File: config.mk
export PLATFORM = sky130hd
export DESIGN_NAME = mgs_stream_seq_flat
export DESIGN_NICKNAME = d
export VERILOG_FILES = /design/src/rtl/mgs_seq_pkg.sv /design/src/rtl/mgs_stream_seq_if.sv /design/src/rtl/mgs_watchdog.sv /design/src/rtl/mgs_stream_seq.sv /design/src/flat_wrapper.sv
export SDC_FILE = /design/constraint.sdc
export NUM_CORES = 1
export LEC_CHECK = 0
export BUFFER_PORTS_ARGS = -buffer_cell sky130_fd_sc_hd__buf_2
export CORE_MARGIN = 2
export CORE_UTILIZATION = 30
export DETAILED_ROUTE_END_ITERATION = 10
export HOLD_SLACK_MARGIN = 0.08
export REMOVE_ABC_BUFFERS = 1
export SYNTH_ARGS = -nofsm -noshare
export SYNTH_HDL_FRONTEND = slang
export SYNTH_SLANG_ARGS = --single-unit
File: constraint.sdc
create_clock -name clk -period 3.6 [get_ports clk]
set_input_delay 0.18 -clock clk [delete_from_list [all_inputs] [get_ports clk]]
set_output_delay 0.18 -clock clk [all_outputs]
set_load 0.005 [all_outputs]
File: src/rtl/mgs_seq_pkg.sv
// Shared definitions for the magic-streamer control sequencer.
// Holds the state encoding, error codes and the core pulse selector.
package mgs_seq_pkg;

  localparam int unsigned STATE_W    = 4;
  localparam int unsigned ERR_CODE_W = 2;

  // State encoding; also visible on dbg_state
  localparam logic [STATE_W-1:0] ST_IDLE    = 4'd0;
  localparam logic [STATE_W-1:0] ST_S_RST   = 4'd1;
  localparam logic [STATE_W-1:0] ST_S_INIT  = 4'd2;
  localparam logic [STATE_W-1:0] ST_S_WAIT  = 4'd3;
  localparam logic [STATE_W-1:0] ST_L_RST   = 4'd4;
  localparam logic [STATE_W-1:0] ST_L_INIT  = 4'd5;
  localparam logic [STATE_W-1:0] ST_L_WAIT  = 4'd6;
  localparam logic [STATE_W-1:0] ST_L_DRAIN = 4'd7;
  localparam logic [STATE_W-1:0] ST_ERR     = 4'd8;

  typedef enum logic [STATE_W-1:0] {
    IDLE    = ST_IDLE,
    S_RST   = ST_S_RST,
    S_INIT  = ST_S_INIT,
    S_WAIT  = ST_S_WAIT,
    L_RST   = ST_L_RST,
    L_INIT  = ST_L_INIT,
    L_WAIT  = ST_L_WAIT,
    L_DRAIN = ST_L_DRAIN,
    ERR     = ST_ERR
  } state_e;

  localparam logic [ERR_CODE_W-1:0] ERR_NONE    = 2'b00;
  localparam logic [ERR_CODE_W-1:0] ERR_TIMEOUT = 2'b01;
  localparam logic [ERR_CODE_W-1:0] ERR_ABORT   = 2'b10;
  localparam logic [ERR_CODE_W-1:0] ERR_NODATA  = 2'b11;

  // At most one single-cycle pulse is issued per cycle
  typedef enum logic [2:0] {
    PULSE_NONE,
    PULSE_STORE_RST,
    PULSE_STORE_INIT,
    PULSE_LOAD_RST,
    PULSE_LOAD_INIT,
    PULSE_DONE
  } pulse_e;

endpackage

File: src/rtl/mgs_stream_seq_if.sv
// Host/core-facing signal bundle of the sequencer.
// master: host side (commands, core snoops in; status, core controls out of DUT)
// slave : sequencer side.
interface mgs_stream_seq_if #(
  parameter int unsigned STORAGE_IDX_WIDTH = 10,
  parameter int unsigned STATE_BIT_WIDTH   = 4
);
  logic                         cmd_save;
  logic                         cmd_restore;
  logic                         cmd_abort;
  logic                         cmd_clear;
  logic                         core_fin_store;
  logic                         mon_s_tvalid;
  logic                         mon_m_tvalid;
  logic                         mon_m_tready;
  logic                         mon_m_tlast;
  logic                         storeReset;
  logic                         loadReset;
  logic                         storeInit;
  logic                         loadInit;
  logic                         busy;
  logic                         done;
  logic                         err;
  logic [1:0]                   err_code;
  logic                         have_data;
  logic [STORAGE_IDX_WIDTH-1:0] save_beats;
  logic [STORAGE_IDX_WIDTH-1:0] restore_beats;
  logic [STATE_BIT_WIDTH-1:0]   dbg_state;

  modport master (
    output cmd_save, cmd_restore, cmd_abort, cmd_clear, core_fin_store,
           mon_s_tvalid, mon_m_tvalid, mon_m_tready, mon_m_tlast,
    input  storeReset, loadReset, storeInit, loadInit, busy, done, err,
           err_code, have_data, save_beats, restore_beats, dbg_state
  );

  modport slave (
    input  cmd_save, cmd_restore, cmd_abort, cmd_clear, core_fin_store,
           mon_s_tvalid, mon_m_tvalid, mon_m_tready, mon_m_tlast,
    output storeReset, loadReset, storeInit, loadInit, busy, done, err,
           err_code, have_data, save_beats, restore_beats, dbg_state
  );
endinterface

File: src/rtl/mgs_watchdog.sv
// Stall watchdog: counts enabled cycles, cleared by clr_i.
// expire_o (registered) is high in the cycle the count sits at TIMEOUT_CYCLES-1.
// Ports: clk, reset (sync, active high), clr_i, en_i, expire_o.
module mgs_watchdog #(
  parameter int unsigned TIMEOUT_WIDTH  = 16,
  parameter int unsigned TIMEOUT_CYCLES = 50000
) (
  input  logic clk,
  input  logic reset,
  input  logic clr_i,
  input  logic en_i,
  output logic expire_o
);
  logic [TIMEOUT_WIDTH-1:0] cnt_q, cnt_d;
  logic                     expire_q, expire_d;

  // Expiry is decided one count early so the flag lines up with the final count
  always_comb begin
    cnt_d    = cnt_q;
    expire_d = 1'b0;
    if (clr_i) begin
      cnt_d = '0;
    end else if (en_i) begin
      cnt_d    = cnt_q + TIMEOUT_WIDTH'(1);
      expire_d = (cnt_q == TIMEOUT_WIDTH'(TIMEOUT_CYCLES - 2));
    end
  end

  always_ff @(posedge clk) begin
    if (reset) begin
      cnt_q    <= '0;
      expire_q <= 1'b0;
    end else begin
      cnt_q    <= cnt_d;
      expire_q <= expire_d;
    end
  end

  assign expire_o = expire_q;
endmodule

File: src/rtl/mgs_stream_seq.sv
// Control-side sequencer for the magic streamer core: expands save/restore
// commands into reset/init pulses, tracks completion, counts beats, and
// reports timeout/abort/no-data errors. All outputs are registered.
// Ports: clk, reset (sync, active high), bus (mgs_stream_seq_if.slave).
module mgs_stream_seq
  import mgs_seq_pkg::*;
#(
  parameter int unsigned STORAGE_IDX_WIDTH = 10,
  parameter int unsigned TIMEOUT_WIDTH     = 16,
  parameter int unsigned TIMEOUT_CYCLES    = 50000,
  parameter int unsigned STATE_BIT_WIDTH   = 4
) (
  input  logic           clk,
  input  logic           reset,
  mgs_stream_seq_if.slave bus
);
  localparam int unsigned SW = STORAGE_IDX_WIDTH;
  localparam logic [SW-1:0] BEATS_MAX = '1;

  state_e                state_q, state_d;
  logic [SW-1:0]         save_beats_q, save_beats_d;
  logic [SW-1:0]         restore_beats_q, restore_beats_d;
  logic                  have_data_q, have_data_d;
  logic [ERR_CODE_W-1:0] err_code_q, err_code_d;
  logic                  drain_q, drain_d;
  logic                  busy_q, err_q, done_q;
  logic                  store_reset_q, store_init_q, load_reset_q, load_init_q;
  pulse_e                pulse_d;
  logic                  wd_clr, wd_en, wd_expire;
  logic                  s_beat, m_beat;

  assign s_beat = bus.mon_s_tvalid;
  assign m_beat = bus.mon_m_tvalid & bus.mon_m_tready;

  mgs_watchdog #(
    .TIMEOUT_WIDTH (TIMEOUT_WIDTH),
    .TIMEOUT_CYCLES(TIMEOUT_CYCLES)
  ) u_watchdog (
    .clk     (clk),
    .reset   (reset),
    .clr_i   (wd_clr),
    .en_i    (wd_en),
    .expire_o(wd_expire)
  );

  // Next state, counters and pulse selection; abort is checked first everywhere
  always_comb begin
    state_d         = state_q;
    save_beats_d    = save_beats_q;
    restore_beats_d = restore_beats_q;
    have_data_d     = have_data_q;
    err_code_d      = err_code_q;
    drain_d         = 1'b0;
    pulse_d         = PULSE_NONE;
    wd_clr          = 1'b0;
    wd_en           = 1'b0;
    case (state_q)
      IDLE: begin
        if (bus.cmd_save) begin
          state_d      = S_RST;
          save_beats_d = '0;
          have_data_d  = 1'b0;
        end else if (bus.cmd_restore) begin
          if (have_data_q) begin
            state_d         = L_RST;
            restore_beats_d = '0;
          end else begin
            state_d    = ERR;
            err_code_d = ERR_NODATA;
          end
        end
      end
      S_RST, S_INIT, L_RST, L_INIT: begin
        if (bus.cmd_abort) begin
          state_d    = ERR;
          err_code_d = ERR_ABORT;
        end else begin
          case (state_q)
            S_RST:   begin state_d = S_INIT; pulse_d = PULSE_STORE_RST;  end
            S_INIT:  begin state_d = S_WAIT; pulse_d = PULSE_STORE_INIT; wd_clr = 1'b1; end
            L_RST:   begin state_d = L_INIT; pulse_d = PULSE_LOAD_RST;   end
            default: begin state_d = L_WAIT; pulse_d = PULSE_LOAD_INIT;  wd_clr = 1'b1; end
          endcase
        end
      end
      S_WAIT: begin
        wd_en  = 1'b1;
        wd_clr = s_beat;
        if (s_beat && save_beats_q != BEATS_MAX) save_beats_d = save_beats_q + SW'(1);
        if (bus.cmd_abort) begin
          state_d    = ERR;
          err_code_d = ERR_ABORT;
        end else if (bus.core_fin_store) begin
          state_d     = IDLE;
          have_data_d = 1'b1;
          pulse_d     = PULSE_DONE;
        end else if (wd_expire && !s_beat) begin
          state_d    = ERR;
          err_code_d = ERR_TIMEOUT;
        end
      end
      L_WAIT: begin
        wd_en  = 1'b1;
        wd_clr = m_beat;
        if (m_beat && restore_beats_q != BEATS_MAX) restore_beats_d = restore_beats_q + SW'(1);
        if (bus.cmd_abort) begin
          state_d    = ERR;
          err_code_d = ERR_ABORT;
        end else if (m_beat && bus.mon_m_tlast) begin
          state_d = L_DRAIN;
        end else if (wd_expire && !m_beat) begin
          state_d    = ERR;
          err_code_d = ERR_TIMEOUT;
        end
      end
      L_DRAIN: begin
        // Two cycles let the core settle back to idle before reporting done
        if (bus.cmd_abort) begin
          state_d    = ERR;
          err_code_d = ERR_ABORT;
        end else if (drain_q) begin
          state_d = IDLE;
          pulse_d = PULSE_DONE;
        end else begin
          drain_d = 1'b1;
        end
      end
      ERR: begin
        if (bus.cmd_clear) begin
          state_d     = IDLE;
          err_code_d  = ERR_NONE;
          have_data_d = 1'b0;
        end
      end
      default: state_d = IDLE;
    endcase
  end

  always_ff @(posedge clk) begin
    if (reset) begin
      state_q         <= IDLE;
      save_beats_q    <= '0;
      restore_beats_q <= '0;
      have_data_q     <= 1'b0;
      err_code_q      <= ERR_NONE;
      drain_q         <= 1'b0;
      busy_q          <= 1'b0;
      err_q           <= 1'b0;
      done_q          <= 1'b0;
      store_reset_q   <= 1'b0;
      store_init_q    <= 1'b0;
      load_reset_q    <= 1'b0;
      load_init_q     <= 1'b0;
    end else begin
      state_q         <= state_d;
      save_beats_q    <= save_beats_d;
      restore_beats_q <= restore_beats_d;
      have_data_q     <= have_data_d;
      err_code_q      <= err_code_d;
      drain_q         <= drain_d;
      busy_q          <= (state_d != IDLE);
      err_q           <= (state_d == ERR);
      done_q          <= (pulse_d == PULSE_DONE);
      store_reset_q   <= (pulse_d == PULSE_STORE_RST);
      store_init_q    <= (pulse_d == PULSE_STORE_INIT);
      load_reset_q    <= (pulse_d == PULSE_LOAD_RST);
      load_init_q     <= (pulse_d == PULSE_LOAD_INIT);
    end
  end

  assign bus.storeReset    = store_reset_q;
  assign bus.storeInit     = store_init_q;
  assign bus.loadReset     = load_reset_q;
  assign bus.loadInit      = load_init_q;
  assign bus.busy          = busy_q;
  assign bus.done          = done_q;
  assign bus.err           = err_q;
  assign bus.err_code      = err_code_q;
  assign bus.have_data     = have_data_q;
  assign bus.save_beats    = save_beats_q;
  assign bus.restore_beats = restore_beats_q;
  assign bus.dbg_state     = STATE_BIT_WIDTH'(state_q);
endmodule
File: src/flat_wrapper.sv
// flat-port wrapper written by rule: the top's interface ports become plain ports
module mgs_stream_seq_flat import mgs_seq_pkg::*;
#(
  parameter int unsigned STORAGE_IDX_WIDTH = 10,
  parameter int unsigned TIMEOUT_WIDTH     = 16,
  parameter int unsigned TIMEOUT_CYCLES    = 50000,
  parameter int unsigned STATE_BIT_WIDTH   = 4
)
  (clk, reset, bus_cmd_save, bus_cmd_restore, bus_cmd_abort, bus_cmd_clear, bus_core_fin_store, bus_mon_s_tvalid, bus_mon_m_tvalid, bus_mon_m_tready, bus_mon_m_tlast, bus_storeReset, bus_loadReset, bus_storeInit, bus_loadInit, bus_busy, bus_done, bus_err, bus_err_code, bus_have_data, bus_save_beats, bus_restore_beats, bus_dbg_state);
  mgs_stream_seq_if #(.STORAGE_IDX_WIDTH(STORAGE_IDX_WIDTH), .STATE_BIT_WIDTH(STATE_BIT_WIDTH)) bus_i ();
  input  logic clk;
  input  logic reset;
  input wire logic [$bits(bus_i.cmd_save)-1:0] bus_cmd_save;
  input wire logic [$bits(bus_i.cmd_restore)-1:0] bus_cmd_restore;
  input wire logic [$bits(bus_i.cmd_abort)-1:0] bus_cmd_abort;
  input wire logic [$bits(bus_i.cmd_clear)-1:0] bus_cmd_clear;
  input wire logic [$bits(bus_i.core_fin_store)-1:0] bus_core_fin_store;
  input wire logic [$bits(bus_i.mon_s_tvalid)-1:0] bus_mon_s_tvalid;
  input wire logic [$bits(bus_i.mon_m_tvalid)-1:0] bus_mon_m_tvalid;
  input wire logic [$bits(bus_i.mon_m_tready)-1:0] bus_mon_m_tready;
  input wire logic [$bits(bus_i.mon_m_tlast)-1:0] bus_mon_m_tlast;
  output wire logic [$bits(bus_i.storeReset)-1:0] bus_storeReset;
  output wire logic [$bits(bus_i.loadReset)-1:0] bus_loadReset;
  output wire logic [$bits(bus_i.storeInit)-1:0] bus_storeInit;
  output wire logic [$bits(bus_i.loadInit)-1:0] bus_loadInit;
  output wire logic [$bits(bus_i.busy)-1:0] bus_busy;
  output wire logic [$bits(bus_i.done)-1:0] bus_done;
  output wire logic [$bits(bus_i.err)-1:0] bus_err;
  output wire logic [$bits(bus_i.err_code)-1:0] bus_err_code;
  output wire logic [$bits(bus_i.have_data)-1:0] bus_have_data;
  output wire logic [$bits(bus_i.save_beats)-1:0] bus_save_beats;
  output wire logic [$bits(bus_i.restore_beats)-1:0] bus_restore_beats;
  output wire logic [$bits(bus_i.dbg_state)-1:0] bus_dbg_state;
  assign bus_i.cmd_save = bus_cmd_save;
  assign bus_i.cmd_restore = bus_cmd_restore;
  assign bus_i.cmd_abort = bus_cmd_abort;
  assign bus_i.cmd_clear = bus_cmd_clear;
  assign bus_i.core_fin_store = bus_core_fin_store;
  assign bus_i.mon_s_tvalid = bus_mon_s_tvalid;
  assign bus_i.mon_m_tvalid = bus_mon_m_tvalid;
  assign bus_i.mon_m_tready = bus_mon_m_tready;
  assign bus_i.mon_m_tlast = bus_mon_m_tlast;
  assign bus_storeReset = bus_i.storeReset;
  assign bus_loadReset = bus_i.loadReset;
  assign bus_storeInit = bus_i.storeInit;
  assign bus_loadInit = bus_i.loadInit;
  assign bus_busy = bus_i.busy;
  assign bus_done = bus_i.done;
  assign bus_err = bus_i.err;
  assign bus_err_code = bus_i.err_code;
  assign bus_have_data = bus_i.have_data;
  assign bus_save_beats = bus_i.save_beats;
  assign bus_restore_beats = bus_i.restore_beats;
  assign bus_dbg_state = bus_i.dbg_state;
  mgs_stream_seq #(.STORAGE_IDX_WIDTH(STORAGE_IDX_WIDTH), .TIMEOUT_WIDTH(TIMEOUT_WIDTH), .TIMEOUT_CYCLES(TIMEOUT_CYCLES), .STATE_BIT_WIDTH(STATE_BIT_WIDTH)) u_core (.clk(clk), .reset(reset), .bus(bus_i));
endmodule
**After elaboration in Yosys (flattened, before gate mapping)**

Cells that the tools add are included.

- Add/subtract/negate cells: 3
- Reductions and logical operators: 24
- Bitwise operators: 3
- Equal/unequal tests: 32
- Mux-type cells: 52

Operators by type and width:

| kind | number |
|---|---|
| $mux W10 | 6 |
| $mux W4 | 13 |
| $pmux W10 S2 | 2 |
| $pmux W3 S3 | 3 |
| $pmux W4 S6 | 1 |
| $mux W2 | 11 |
| $add A10 B1 Y10 const B | 2 |
| $ne A10 B10 Y1 const B | 2 |
| $add A16 B1 Y16 const B | 1 |
| $eq A16 B16 Y1 const B | 1 |
| $eq A4 B3 Y1 const B | 4 |
| $mux W3 | 5 |
| $ne A2 B2 Y1 const B | 7 |
| $pmux W2 S5 | 1 |
| $reduce_and A10 Y1 | 1 |
| $reduce_and A5 Y1 | 2 |
| $eq A4 B2 Y1 const B | 2 |
| $eq A4 B4 Y1 const B | 2 |
| $mux W1 | 8 |
| $ne A2 B1 Y1 const B | 4 |
| $eq A3 B2 Y1 const B | 2 |
| $eq A3 B3 Y1 const B | 2 |
| $ne A3 B2 Y1 const B | 2 |
| $ne A3 B3 Y1 const B | 2 |
| 17 further kinds | 28 |

- Register bits: 52
- Word-level logic and storage cells: 129
- Output and inout bits: 34
- Input bits: 11

**Depth between registers and ports, before layout**

Gate-level depths: netlist of the first run.

- Word-level depth: 8
- Gate-level depth with buffers: 8
- Depth with buffers taken out: 6

**Hierarchy**

From an unflattened synthesis of the first run, not the netlist that was laid out.

- Cells, all modules: 321
- Area, all modules: 2722.6 um^2

By module, submodules not included:

| module | cells an instance | sequential area each (um^2) | instances | area an instance (um^2) |
|---|---|---|---|---|
| mgs_stream_seq | 230 | 700.7 | 1 | 1894.3 |
| mgs_watchdog | 91 | 340.3 | 1 | 828.3 |

**Worst setup path after synthesis of the first run**

OpenSTA, ideal clock, no wires.

- Path kind: register to register
- Start: register u_core.save_beats_q[0], in the netlist u_core.bus.save_beats[0]
- End: register u_core.save_beats_q[3], in the netlist u_core.bus.save_beats[3]
- Library setup time: 0.087 ns
- Cell stages (with the launch flop): 7
- Path buffers: 0
- Clock period less this slack: 1.788 ns
- Path slack: 1.812 ns
- Arrival time: 1.701 ns
- Required time: 3.513 ns
- Cells stage by stage: dfxtp_1 > ha_1 > nand3_1 > or3_4 > a221oi_2 > o21ai_1 > o31ai_1

- Word-level cells in the longest chain between the ends: 4
- Elaborated cells between the ends (all ways): 7
- Classes of those cells: add/sub: 1; eq/ne: 2; mux: 2; reduce/logical: 2

Ends and longest elaborated chain:

| what | line | RTL |
|---|---|---|
| start: declaration | mgs_stream_seq.sv:21 | `logic [SW-1:0] save_beats_q, save_beats_d;` |
| start signal: assignment | mgs_stream_seq.sv:156 | `save_beats_q <= save_beats_d;` |
| branches (longest 4 deep; another with $add A10 B1 Y10) | -- |  |

Parallel ways; which one is timed is not known. The select of a mux whose other input is x is not followed.
A chain may end at the register's enable or synchronous reset.

**Worst setup path after layout of the first run**

- Start: register u_core.state_q[2], in the netlist u_core.bus.dbg_state[2]
- End: register u_core.restore_beats_q[6], in the netlist u_core.bus.restore_beats[6]

- Word-level cells in the longest chain between the ends: 3
- Elaborated cells between the ends (all ways): 9
- Classes of those cells: eq/ne: 5; mux: 1; reduce/logical: 3

Ends and longest elaborated chain:

| what | line | RTL |
|---|---|---|
| start: declaration | mgs_stream_seq.sv:20 | `state_e state_q, state_d;` |
| start signal: assignment | mgs_stream_seq.sv:155 | `state_q <= state_d;` |
| $eq A4 B3 Y1 / $logic_not A4 Y1 (equally long branches) | mgs_stream_seq.sv:57 | `case (state_q)` |
| $ne A2 B1 Y1 (no source line) (tied with other cells) | -- |  |
| $reduce_and A5 Y1 (no source line) | -- |  |
| end signal: assignment | mgs_stream_seq.sv:157 | `restore_beats_q <= restore_beats_d;` |
| end: declaration | mgs_stream_seq.sv:22 | `logic [SW-1:0] restore_beats_q, restore_beats_d;` |

Several ways; a longest one is shown, not always the timed one.

==> results of run 1 <==
-- final timing paths --
path | from | endpoint | slack (ns)
setup / recovery | u_core.bus.dbg_state[2]$_SDFF_PP0_ | u_core.bus.restore_beats[6]$_SDFFE_PP0P_ | 1.22
hold / removal | bus_mon_m_tlast | u_core.bus.dbg_state[0]$_SDFF_PP0_ | 0.24
setup reg to reg | u_core.bus.dbg_state[2]$_SDFF_PP0_ | u_core.bus.restore_beats[6]$_SDFFE_PP0P_ | 1.22
hold reg to reg | u_core.u_watchdog.cnt_q[15]$_SDFFE_PP0P_ | u_core.u_watchdog.expire_o$_SDFF_PP0_ | 0.47
-- kinds of logic (layout without fill, tap and decap cells) --
family / count (synthesis) / in the layout
simple gates: 172 / 172
xor+xnor: 18 / 18
mux: 6 / 6
flops: 52 / 52
compound gates: 70 / 70
fa+ha+maj: 4 / 4
buf+inv: 23 / 62
-- per-layer routing --
metal / up-vias / wire [um] / global-route usage, %
met5: - / 0 / 0
met2: 66 / 3230 / 22.8
li1: 1322 / - / -
met1: 1189 / 3290 / 18.1
met3: 9 / 300 / 3.26
met4: 0 / 114 / 5.30
-- cell usage after synthesis (all sizes together) (8+ instances only) --
cell   count
nand2     32
buf       10
dfxtp     52
inv       10
nor4       8
a21oi     20
nor3      12
xor2      13
nor2      54
o21ai     19
nand4      8
nand3     23
-- power by group through the flow --
stage	sequential [W]	clock [W]	combinational, W
final	0.000602	0.000402	0.000108
after global routing	0.000605	0.000439	0.000118
after CTS	0.000603	0.000419	0.000108
after detailed placement	0.000616	0	0.000107
after global placement	0.000616	0	0.000107
after floorplan	0.000611	0	0.0000673
-- per-stage QoR --
stage | worst slack [ns] | util, %
3_5_place_dp | 1.29 | 33.8
2_1_floorplan | 1.71 | -
6_report | 1.22 | 35.0
5_1_grt | 1.01 | 35.0
4_1_cts | 1.23 | 35.0
3_3_place_gp | 1.34 | 33.8
-- worst register-to-register path, delay by kind of cell (launching register included) --
family                 cells  cell delay, ns
buffers and inverters      1            0.24
DFF                        1            0.87
and+or+nand+nor            1            0.69
AOI/OAI and AO/OA          2            0.49
-- area by class of cell --
class,instances,area share (%)
inverters,10,1.17
flip-flops and latches,52,32.3
clock buffers,6,2.26
well taps,111,4.32
repair buffers,44,6.84
clock inverters,2,1.09
multi-input cells,270,52.0
-- registers in the layout, indices dropped and copies added (netlist names) --
signal / cells
u_core.bus.busy: 1
u_core.bus.loadInit: 1
u_core.u_watchdog.cnt_q: 16
u_core.bus.restore_beats: 10
u_core.bus.loadReset: 1
u_core.bus.err: 1
u_core.bus.err_code: 2
u_core.bus.storeInit: 1
u_core.u_watchdog.expire_o: 1
u_core.bus.have_data: 1
u_core.bus.done: 1
u_core.bus.storeReset: 1
u_core.bus.dbg_state: 4
u_core.drain_q: 1
u_core.bus.save_beats: 10
-- placed cells by master (no fill, tap or decap), types with 2 or more instances in the layout --
cell type / synthesis / layout
clkbuf_8: 0 / 5
or2_2: 2 / 2
inv_1: 9 / 9
nand2_1: 32 / 32
xnor2_1: 4 / 4
buf_2: 6 / 44
a41oi_1: 3 / 3
nor3b_1: 3 / 3
nor3_1: 12 / 12
mux2i_1: 5 / 5
a31oi_1: 3 / 3
nor4_1: 5 / 5
nand3b_1: 2 / 2
o211ai_1: 3 / 3
nand4_1: 8 / 8
a21oi_1: 20 / 20
a22oi_1: 2 / 2
o21ai_1: 4 / 4
o21ai_0: 15 / 15
a211oi_1: 4 / 4
and3_1: 7 / 7
nor2_1: 54 / 54
a311oi_1: 3 / 3
ha_1: 4 / 4
dfxtp_1: 52 / 52
nand2b_1: 5 / 5
nor4b_2: 2 / 2
xor2_1: 13 / 13
nor4_4: 2 / 2
nand3_1: 23 / 23
and2_1: 4 / 4
==> impl_metrics.env, run 1 <==
export IMPL_grt_pass1_wl_um=11500
export IMPL_first_global_vias=2380
export IMPL_final_nets=398
export IMPL_setup_viol=0
export IMPL_combPwrFrac_pct=9.7
export IMPL_io_pins=45
export IMPL_relSlewSlack_pct=44.7
export IMPL_ys_warn_count=0
export IMPL_cts_tree="yes"
export IMPL_finalPower_w=0.00111
export IMPL_critical_path_buf_inv_count=1
export IMPL_fmax_ghz=0.421
export IMPL_ys_flop_type="dfxtp_1"
export IMPL_hold_viol=0
export IMPL_yosysTopAreaCell="dfxtp_1"
export IMPL_dp_cells=487
export IMPL_hold_depth=3
export IMPL_power_frac_clock_pct=36.1
export IMPL_core_sq_um=9200
export IMPL_rows=35
export IMPL_min_path_type="input port to register"
export IMPL_power_density_nw_per_um2=346
export IMPL_synth_xor_area_share_pct=6.24
export IMPL_nFillCells=963
export IMPL_placed_area_sq_um=3110
export IMPL_slowest_stage="dfxtp_1"
export IMPL_post_cts_buffers=0
export IMPL_rsz0062_at_grt="no"
export IMPL_multi_input_area_sq_um=1670
export IMPL_arrival_ns=2.60
export IMPL_gp_congestion=0.830
export IMPL_synth_compound_area_share_pct=16.6
export IMPL_die_y_um=101
export IMPL_muxShareOfSynthArea_pct=2.17
export IMPL_syn_inst=345
export IMPL_critPathMaxFanout=19
export IMPL_gr_total_overflow=0
export IMPL_cts_htree_levels=2
export IMPL_worst_pin_slew_ns=0.829
export IMPL_die_area_sq_um=10200
export IMPL_slowest_delay_ns=0.87
export IMPL_drcViolationCount=0
export IMPL_p_sw_w=0.000277
export IMPL_antenna_cells=0
export IMPL_synth_top_family_by_area="simple AND/OR/NAND/NOR gates"
export IMPL_viasPerCell=5.22
export IMPL_path_cells="inv_2, nor3_1, o21ai_0, a211oi_1"
export IMPL_syn2layout_area_growth_pct=13.9
export IMPL_power_switching_share_pct=24.9
export IMPL_holdWs_ns=0.243
export IMPL_clkSlewWorstSetupHoldPaths_ns=0.10
export IMPL_worstSetupPathType="register to register"
export IMPL_drv_slew=0
export IMPL_cts_root_buf="clkbuf_8"
export IMPL_ys_ff_latch=52
export IMPL_grtUsageTotal_pct=14.1
export IMPL_cts_buffer_depth=2
export IMPL_avgRoutedWirePerCell_um=14.0
export IMPL_start_kind="register"
export IMPL_die_w_um=101
export IMPL_critPathTopFamily="flip-flops"
export IMPL_layout_cells_non_filler=495
export IMPL_dr_pass1_iters=4
export IMPL_maxCapViolCount=0
export IMPL_clock_latency_ns=0.31
export IMPL_layout_drive_gt1_share_pct=17.7
export IMPL_end_kind="register"
export IMPL_dp_hpwl_um=5030
export IMPL_final_seq_area_sq_um=1040
export IMPL_antenna_left=0
export IMPL_ys_async_sr_fraction_pct=0
export IMPL_vias=2586
export IMPL_cts_hold_buffers_added=0
export IMPL_port_buffers=44
export IMPL_status="finished, final reports clean"
export IMPL_syn_area_sq_um=2830
export IMPL_finalInstanceArea_sq_um=3220
export IMPL_p_int_w=0.000835
export IMPL_drt_total_wl_um=6940
export IMPL_cts_resized=0
export IMPL_synth_top_area_share_pct=36.8
export IMPL_ys_types=61
export IMPL_p_seq_share_pct=54.2
export IMPL_synth_fa_ha_area_share_pct=1.77
export IMPL_tns_ns=0
export IMPL_grt_max_degree=22
export IMPL_post_route_period_util_pct=66.0
export IMPL_leakage_nw=1.24
export IMPL_antenna_found_initial=0
export IMPL_synth_edf_count=0
export IMPL_ys_top_cells_by_area="dfxtp_1 37%, nor2_1 7.2%, nand2_1 4.2%, nand3_1 4.1%, xor2_1 4.0%"
export IMPL_fin_skew_ns=0.00995
export IMPL_start_util_pct=30.7
export IMPL_synth_seq_area_share_pct=36.8
export IMPL_ir_drop_v=0.000146
export IMPL_reg2reg_depth=4
export IMPL_synth_area_per_cell_sq_um=8.19
export IMPL_drtIter0Drc=134
export IMPL_fin_crit_ns=2.38
export IMPL_synthSimpleGateAreaFrac_pct=32.4
export IMPL_cts_sinks=52
export IMPL_cp_required_ns=3.82
export IMPL_path_depth=4
export IMPL_cts_buffers=5
Note: power is estimated with default switching activity, not from simulation.
==> inputs of run 2 (changes only) <==
Settings changed: ABC_AREA from default to 1.
Clock period 3.6 ns to 2.45 ns, I/O delays scaled along.
==> impl_metrics.env, run 2 <==
export IMPL_end_kind="register"
export IMPL_p_seq_share_pct=48.1
export IMPL_grt_max_degree=24
export IMPL_use_met3_pct=3.04
export IMPL_min_path_type="input port to register"
export IMPL_synth_seq_area_share_pct=32.6
export IMPL_syn_inst=514
export IMPL_combPwrFrac_pct=20.5
export IMPL_r2r_setup_slack_ns=0.64
export IMPL_power_density_nw_per_um2=531
export IMPL_dp_hpwl_um=5980
export IMPL_nFillCells=1164
export IMPL_power_frac_clock_pct=31.4
export IMPL_layout_commonest_cell="nand2_1"
export IMPL_die_w_um=107
export IMPL_cts_sinks=52
export IMPL_layout_common_cells="134 x nand2_1, 91 x nor2_1, 62 x inv_1, 52 x dfxtp_1, 44 x buf_2"
export IMPL_cts_buffer_depth=2
export IMPL_yosysTopAreaCell="dfxtp_1"
export IMPL_worst_pin_slew_ns=0.598
export IMPL_die_area_sq_um=11500
export IMPL_holdWs_ns=0.119
export IMPL_p_sw_w=0.000608
export IMPL_synth_area_per_cell_sq_um=6.22
export IMPL_ys_flop_type="dfxtp_1"
export IMPL_drcViolationCount=0
export IMPL_ir_drop_v=0.000222
export IMPL_p_int_w=0.00133
export IMPL_grtUsageMet1_pct=17.8
export IMPL_die_y_um=107
export IMPL_synth_top_area_share_pct=32.6
export IMPL_gp_congestion=0.941
export IMPL_ys_top_cells_by_area="dfxtp_1 33%, nand2_1 16%, nor2_1 11%, inv_1 7.3%, nand3_1 6.7%"
export IMPL_synth_edf_count=0
export IMPL_drtIter0Drc=112
export IMPL_post_route_period_util_pct=73.8
export IMPL_start_kind="register"
export IMPL_avgRoutedWirePerCell_um=11.1
export IMPL_cts_htree_levels=2
export IMPL_antenna_left=0
export IMPL_clkSlewWorstSetupHoldPaths_ns=0.11
export IMPL_ys_types=34
export IMPL_grtUsageTotal_pct=14.4
export IMPL_cts_buffers=5
export IMPL_viasPerCell=4.66
export IMPL_finalPower_w=0.00194
export IMPL_antenna_found_initial=0
export IMPL_drt_total_wl_um=7740
export IMPL_grt_pass1_wl_um=13500
export IMPL_cts_resized=0
export IMPL_fin_skew_ns=0.0137
export IMPL_vias=3237
export IMPL_io_pins=45
export IMPL_cts_root_buf="clkbuf_8"
export IMPL_rows=37
export IMPL_rsz0062_at_grt="no"
export IMPL_worstSetupPathType="register to register"
export IMPL_cp_required_ns=2.71
export IMPL_leakage_nw=1.59
export IMPL_start_util_pct=31.0
export IMPL_gr_total_overflow=0
export IMPL_port_buffers=44
export IMPL_relSlewSlack_pct=60.1
export IMPL_tns_ns=0
export IMPL_core_sq_um=10300
export IMPL_layout_drive_gt1_share_pct=14.8
export IMPL_ys_async_sr_fraction_pct=0
export IMPL_antenna_cells=0
export IMPL_arrival_ns=2.07
export IMPL_layout_setup_ws_ns=0.641
export IMPL_drv_slew=0
export IMPL_ys_ff_latch=52
export IMPL_netlist_top_cells_count="134 x nand2_1, 91 x nor2_1, 62 x inv_1"
export IMPL_cts_tree="yes"
export IMPL_largest_register="u_core.u_watchdog.cnt_q"
export IMPL_yosysMostFrequentCell="nand2_1"
export IMPL_hold_viol=0
export IMPL_met2_usage_pct=24.5
export IMPL_maxCapViolCount=0
export IMPL_first_global_vias=3076
export IMPL_syn_area_sq_um=3200
export IMPL_post_cts_buffers=0
export IMPL_multi_input_area_sq_um=1840
export IMPL_final_seq_area_sq_um=1040
export IMPL_critPathMaxFanout=16
export IMPL_place_ws_ns=0.666
export IMPL_largest_register_ffs=16
export IMPL_globalRoute_busiestLayer="met2"
export IMPL_ys_warn_count=0
export IMPL_final_nets=573
export IMPL_power_switching_share_pct=31.4
export IMPL_syn2layout_area_growth_pct=14.2
export IMPL_cts_hold_buffers_added=0
export IMPL_fin_crit_ns=1.81
export IMPL_fmax_ghz=0.553
export IMPL_setup_viol=0
export IMPL_clock_latency_ns=0.32
export IMPL_dr_pass1_iters=5
export IMPL_status="finished, final reports clean"
[run 2: path summary, 6_finish.rpt]
path	cells after the start	to	startpoint
worst max-delay path	9	u_core.bus.save_beats[2]$_SDFFE_PP0P_	u_core.bus.save_beats[0]$_SDFFE_PP0P_
worst min register to register	2	u_core.u_watchdog.cnt_q[13]$_SDFFE_PP0P_	u_core.u_watchdog.cnt_q[13]$_SDFFE_PP0P_
worst max register to register	9	u_core.bus.save_beats[2]$_SDFFE_PP0P_	u_core.bus.save_beats[0]$_SDFFE_PP0P_
worst min-delay path	2	u_core.bus.loadReset$_SDFF_PP0_	bus_cmd_abort
[run 2: routing by layer]
| layer | up-vias | share of wire, % | routed length [um] |
|---|---|---|---|
| li1 | 1716 | - | - |
| met1 | 1448 | 47 | 3650 |
| met2 | 63 | 46 | 3570 |
| met3 | 10 | 5.2 | 403 |
| met4 | 0 | 1.4 | 112 |
| met5 | - | 0 | 0 |
[run 2: power groups by stage]
stage	Sequential [W]	Clock, W	Combinational [W]
after floorplan	0.000949	0	0.000271
after global routing	0.000939	0.000663	0.000460
after global placement	0.000952	0	0.000397
after CTS	0.000933	0.000635	0.000402
final	0.000932	0.000609	0.000397
after detailed placement	0.000953	0	0.000400
[run 2: cells by family (layout without fill, tap and decap cells)]
kind of cell	count (synthesis)	count (layout)	share of synthesized area [%]
compound gates	51	51	9.04
xor+xnor	12	12	3.29
fa+ha+maj	4	4	1.57
buf+inv	76	121	9.82
flops	52	52	32.6
simple gates	319	319	43.7
[run 2: metrics by stage]
stage,cell area (sq um),utilization (%),std cells
CTS,3650,35.4,695
detailed placement,3540,34.3,687
global route,3650,35.4,695
global placement,3540,34.3,687
floorplan,3140,-,506
finish,3650,35.4,695
[run 2: area by class of cell]
| class | instances | area share [%] |
|---|---|---|
| clock buffers | 5 | 1.88 |
| clock inverters | 3 | 1.16 |
| inverters | 68 | 7.13 |
| multi-input cells | 386 | 50.4 |
| flip-flops and latches | 52 | 28.5 |
| well taps | 136 | 4.66 |
| repair buffers | 45 | 6.24 |
[run 2: worst max-delay path: stages (launching register included)]
cell and delay (ns):
dfxtp_1 0.47, ha_1 0.21, nand2_1 0.07, nor2_1 0.22
nand4_1 0.13, nand2_1 0.13, nand2_2 0.20, inv_1 0.15
nor2_1 0.05, nor2_1 0.11
==> inputs of run 3 (changes only) <==
Clock period 2.45 ns to 1.66 ns, I/O delays scaled along.
==> impl_metrics.env, run 3 (same netlist as run 2, synthesis figures left out) <==
export IMPL_combPwrFrac_pct=22.9
export IMPL_fin_skew_ns=0.0153
export IMPL_grt_max_degree=23
export IMPL_antenna_cells=0
export IMPL_fmax_ghz=0.656
export IMPL_core_sq_um=10300
export IMPL_syn2layout_area_growth_pct=21.9
export IMPL_start_util_pct=31.0
export IMPL_first_global_vias=3061
export IMPL_setup_viol=0
export IMPL_cts_hold_buffers_added=0
export IMPL_final_nets=594
export IMPL_layout_common_cells="133 x nand2_1, 89 x nor2_1, 61 x inv_1, 47 x dfxtp_1, 44 x buf_2"
export IMPL_min_path_type="input port to register"
export IMPL_p_int_w=0.00202
export IMPL_finalPower_w=0.00294
export IMPL_drv_slew=0
export IMPL_p_sw_w=0.000921
export IMPL_power_density_nw_per_um2=754
export IMPL_drcViolationCount=0
export IMPL_cts_sinks=52
export IMPL_relSlewSlack_pct=73.3
export IMPL_port_buffers=44
export IMPL_status="finished, final reports clean"
export IMPL_gr_total_overflow=0
export IMPL_dr_pass1_iters=4
export IMPL_arrival_ns=1.75
export IMPL_clkSlewWorstSetupHoldPaths_ns=0.11
export IMPL_viasPerCell=4.60
export IMPL_largest_register_ffs=16
export IMPL_largest_register="u_core.u_watchdog.cnt_q"
export IMPL_p_seq_share_pct=46.5
export IMPL_grtUsageTotal_pct=14.5
export IMPL_rows=37
export IMPL_maxCapViolCount=0
export IMPL_cts_root_buf="clkbuf_8"
export IMPL_hold_viol=0
export IMPL_cts_buffers=5
export IMPL_die_area_sq_um=11500
export IMPL_clock_latency_ns=0.32
export IMPL_cts_htree_levels=2
export IMPL_holdWs_ns=0.116
export IMPL_post_route_period_util_pct=91.8
export IMPL_leakage_nw=1.71
export IMPL_power_frac_clock_pct=30.6
export IMPL_fin_crit_ns=1.52
export IMPL_critPathMaxFanout=16
export IMPL_cp_required_ns=1.88
export IMPL_gp_congestion=0.908
export IMPL_drt_total_wl_um=7980
export IMPL_drtIter0Drc=174
export IMPL_start_kind="register"
export IMPL_die_y_um=107
export IMPL_layout_commonest_cell="nand2_1"
export IMPL_dp_hpwl_um=6200
export IMPL_place_ws_ns=0.00781
export IMPL_grt_pass1_wl_um=13600
export IMPL_worstSetupPathType="register to register"
export IMPL_antenna_found_initial=0
export IMPL_antenna_left=0
export IMPL_layout_setup_ws_ns=0.136
export IMPL_layout_drive_gt1_share_pct=20.2
export IMPL_vias=3297
export IMPL_die_w_um=107
export IMPL_avgRoutedWirePerCell_um=11.1
export IMPL_io_pins=45
export IMPL_power_switching_share_pct=31.4
export IMPL_cts_buffer_depth=2
export IMPL_end_kind="register"
export IMPL_cts_tree="yes"
export IMPL_worst_pin_slew_ns=0.397
export IMPL_nFillCells=1088
export IMPL_ir_drop_v=0.000373
==> run 3: changes by cell type in the layout (fill, tap and decap cells not counted), moves of 2 or more <==
cell | before | now
dfxtp_1 | 52 | 47
buf_4 | 1 | 20
dfxtp_4 | 0 | 2
nor2_1 | 91 | 89
o21ai_1 | 2 | 5
dfxtp_2 | 0 | 3
buf_12 | 0 | 2
o21ai_0 | 14 | 11
==> run 3: timing repair <==
action,CTS,global route
buffers inserted,0,2
setup endpoints to repair,0,28
resized for setup,0,23
hold endpoints to repair,0,0
==> run 3: final timing paths <==
path              slack, ns                                startpoint                                  endpoint  depth (start not counted)
setup / recovery       0.14        u_core.bus.dbg_state[3]$_SDFF_PP0_     u_core.bus.save_beats[3]$_SDFFE_PP0P_                          8
hold / removal         0.12                                     reset                u_core.bus.done$_SDFF_PP0_                          2
setup reg to reg       0.14        u_core.bus.dbg_state[3]$_SDFF_PP0_     u_core.bus.save_beats[3]$_SDFFE_PP0P_                          8
hold reg to reg        0.49  u_core.u_watchdog.cnt_q[13]$_SDFFE_PP0P_  u_core.u_watchdog.cnt_q[13]$_SDFFE_PP0P_                          2
==> run 3: stage by stage <==
stage | TNS [ns] | instances | area [sq um] | utilization (%)
finish | 0 | 716 | 3900 | 37.7
global route | -0.00151 | 716 | 3900 | 37.7
CTS | 0 | 714 | 3820 | 37.0
detailed placement | 0 | 706 | 3710 | 35.9
global placement | 0 | 706 | 3710 | 35.9
floorplan | 0 | 506 | 3140 | -
==> run 3: final cells by class <==
class                      instances  area [sq um]  area share [%]
clock buffer                       5          68.8            1.77
sequential                        52          1050            27.0
tap                              136           170            4.37
timing repair buffer              66           410            10.5
inverter                          68           263            6.74
multi-input combinational        386          1890            48.5
clock inverter                     3          42.5            1.09
==> run 3: critical path, cell delays in order, from the launching register on <==
cell and delay, ns:
dfxtp_2 0.38, nor2_4 0.20, nand2_2 0.10, inv_2 0.09, nand2_1 0.18, nand2_4 0.23
inv_1 0.10, nor2_1 0.10, nor2_1 0.05
==> run 3: routing by layer <==
metal / global-route usage (%) / vias up / routed length, um
met5: 0 / - / 0
met4: 4.36 / 0 / 110
met3: 2.61 / 9 / 317
met2: 24.2 / 54 / 3660
met1: 19.1 / 1473 / 3890
li1: - / 1761 / -
==> run 3: power groups by stage <==
| stage | Combinational [W] | Clock [W] | Sequential [W] |
|---|---|---|---|
| floorplan | 0.000401 | 0 | 0.00140 |
| global placement | 0.000650 | 0 | 0.00139 |
| detailed placement | 0.000652 | 0 | 0.00139 |
| CTS | 0.000653 | 0.000934 | 0.00136 |
| global route | 0.000764 | 0.000978 | 0.00137 |
| finish | 0.000673 | 0.000900 | 0.00136 |
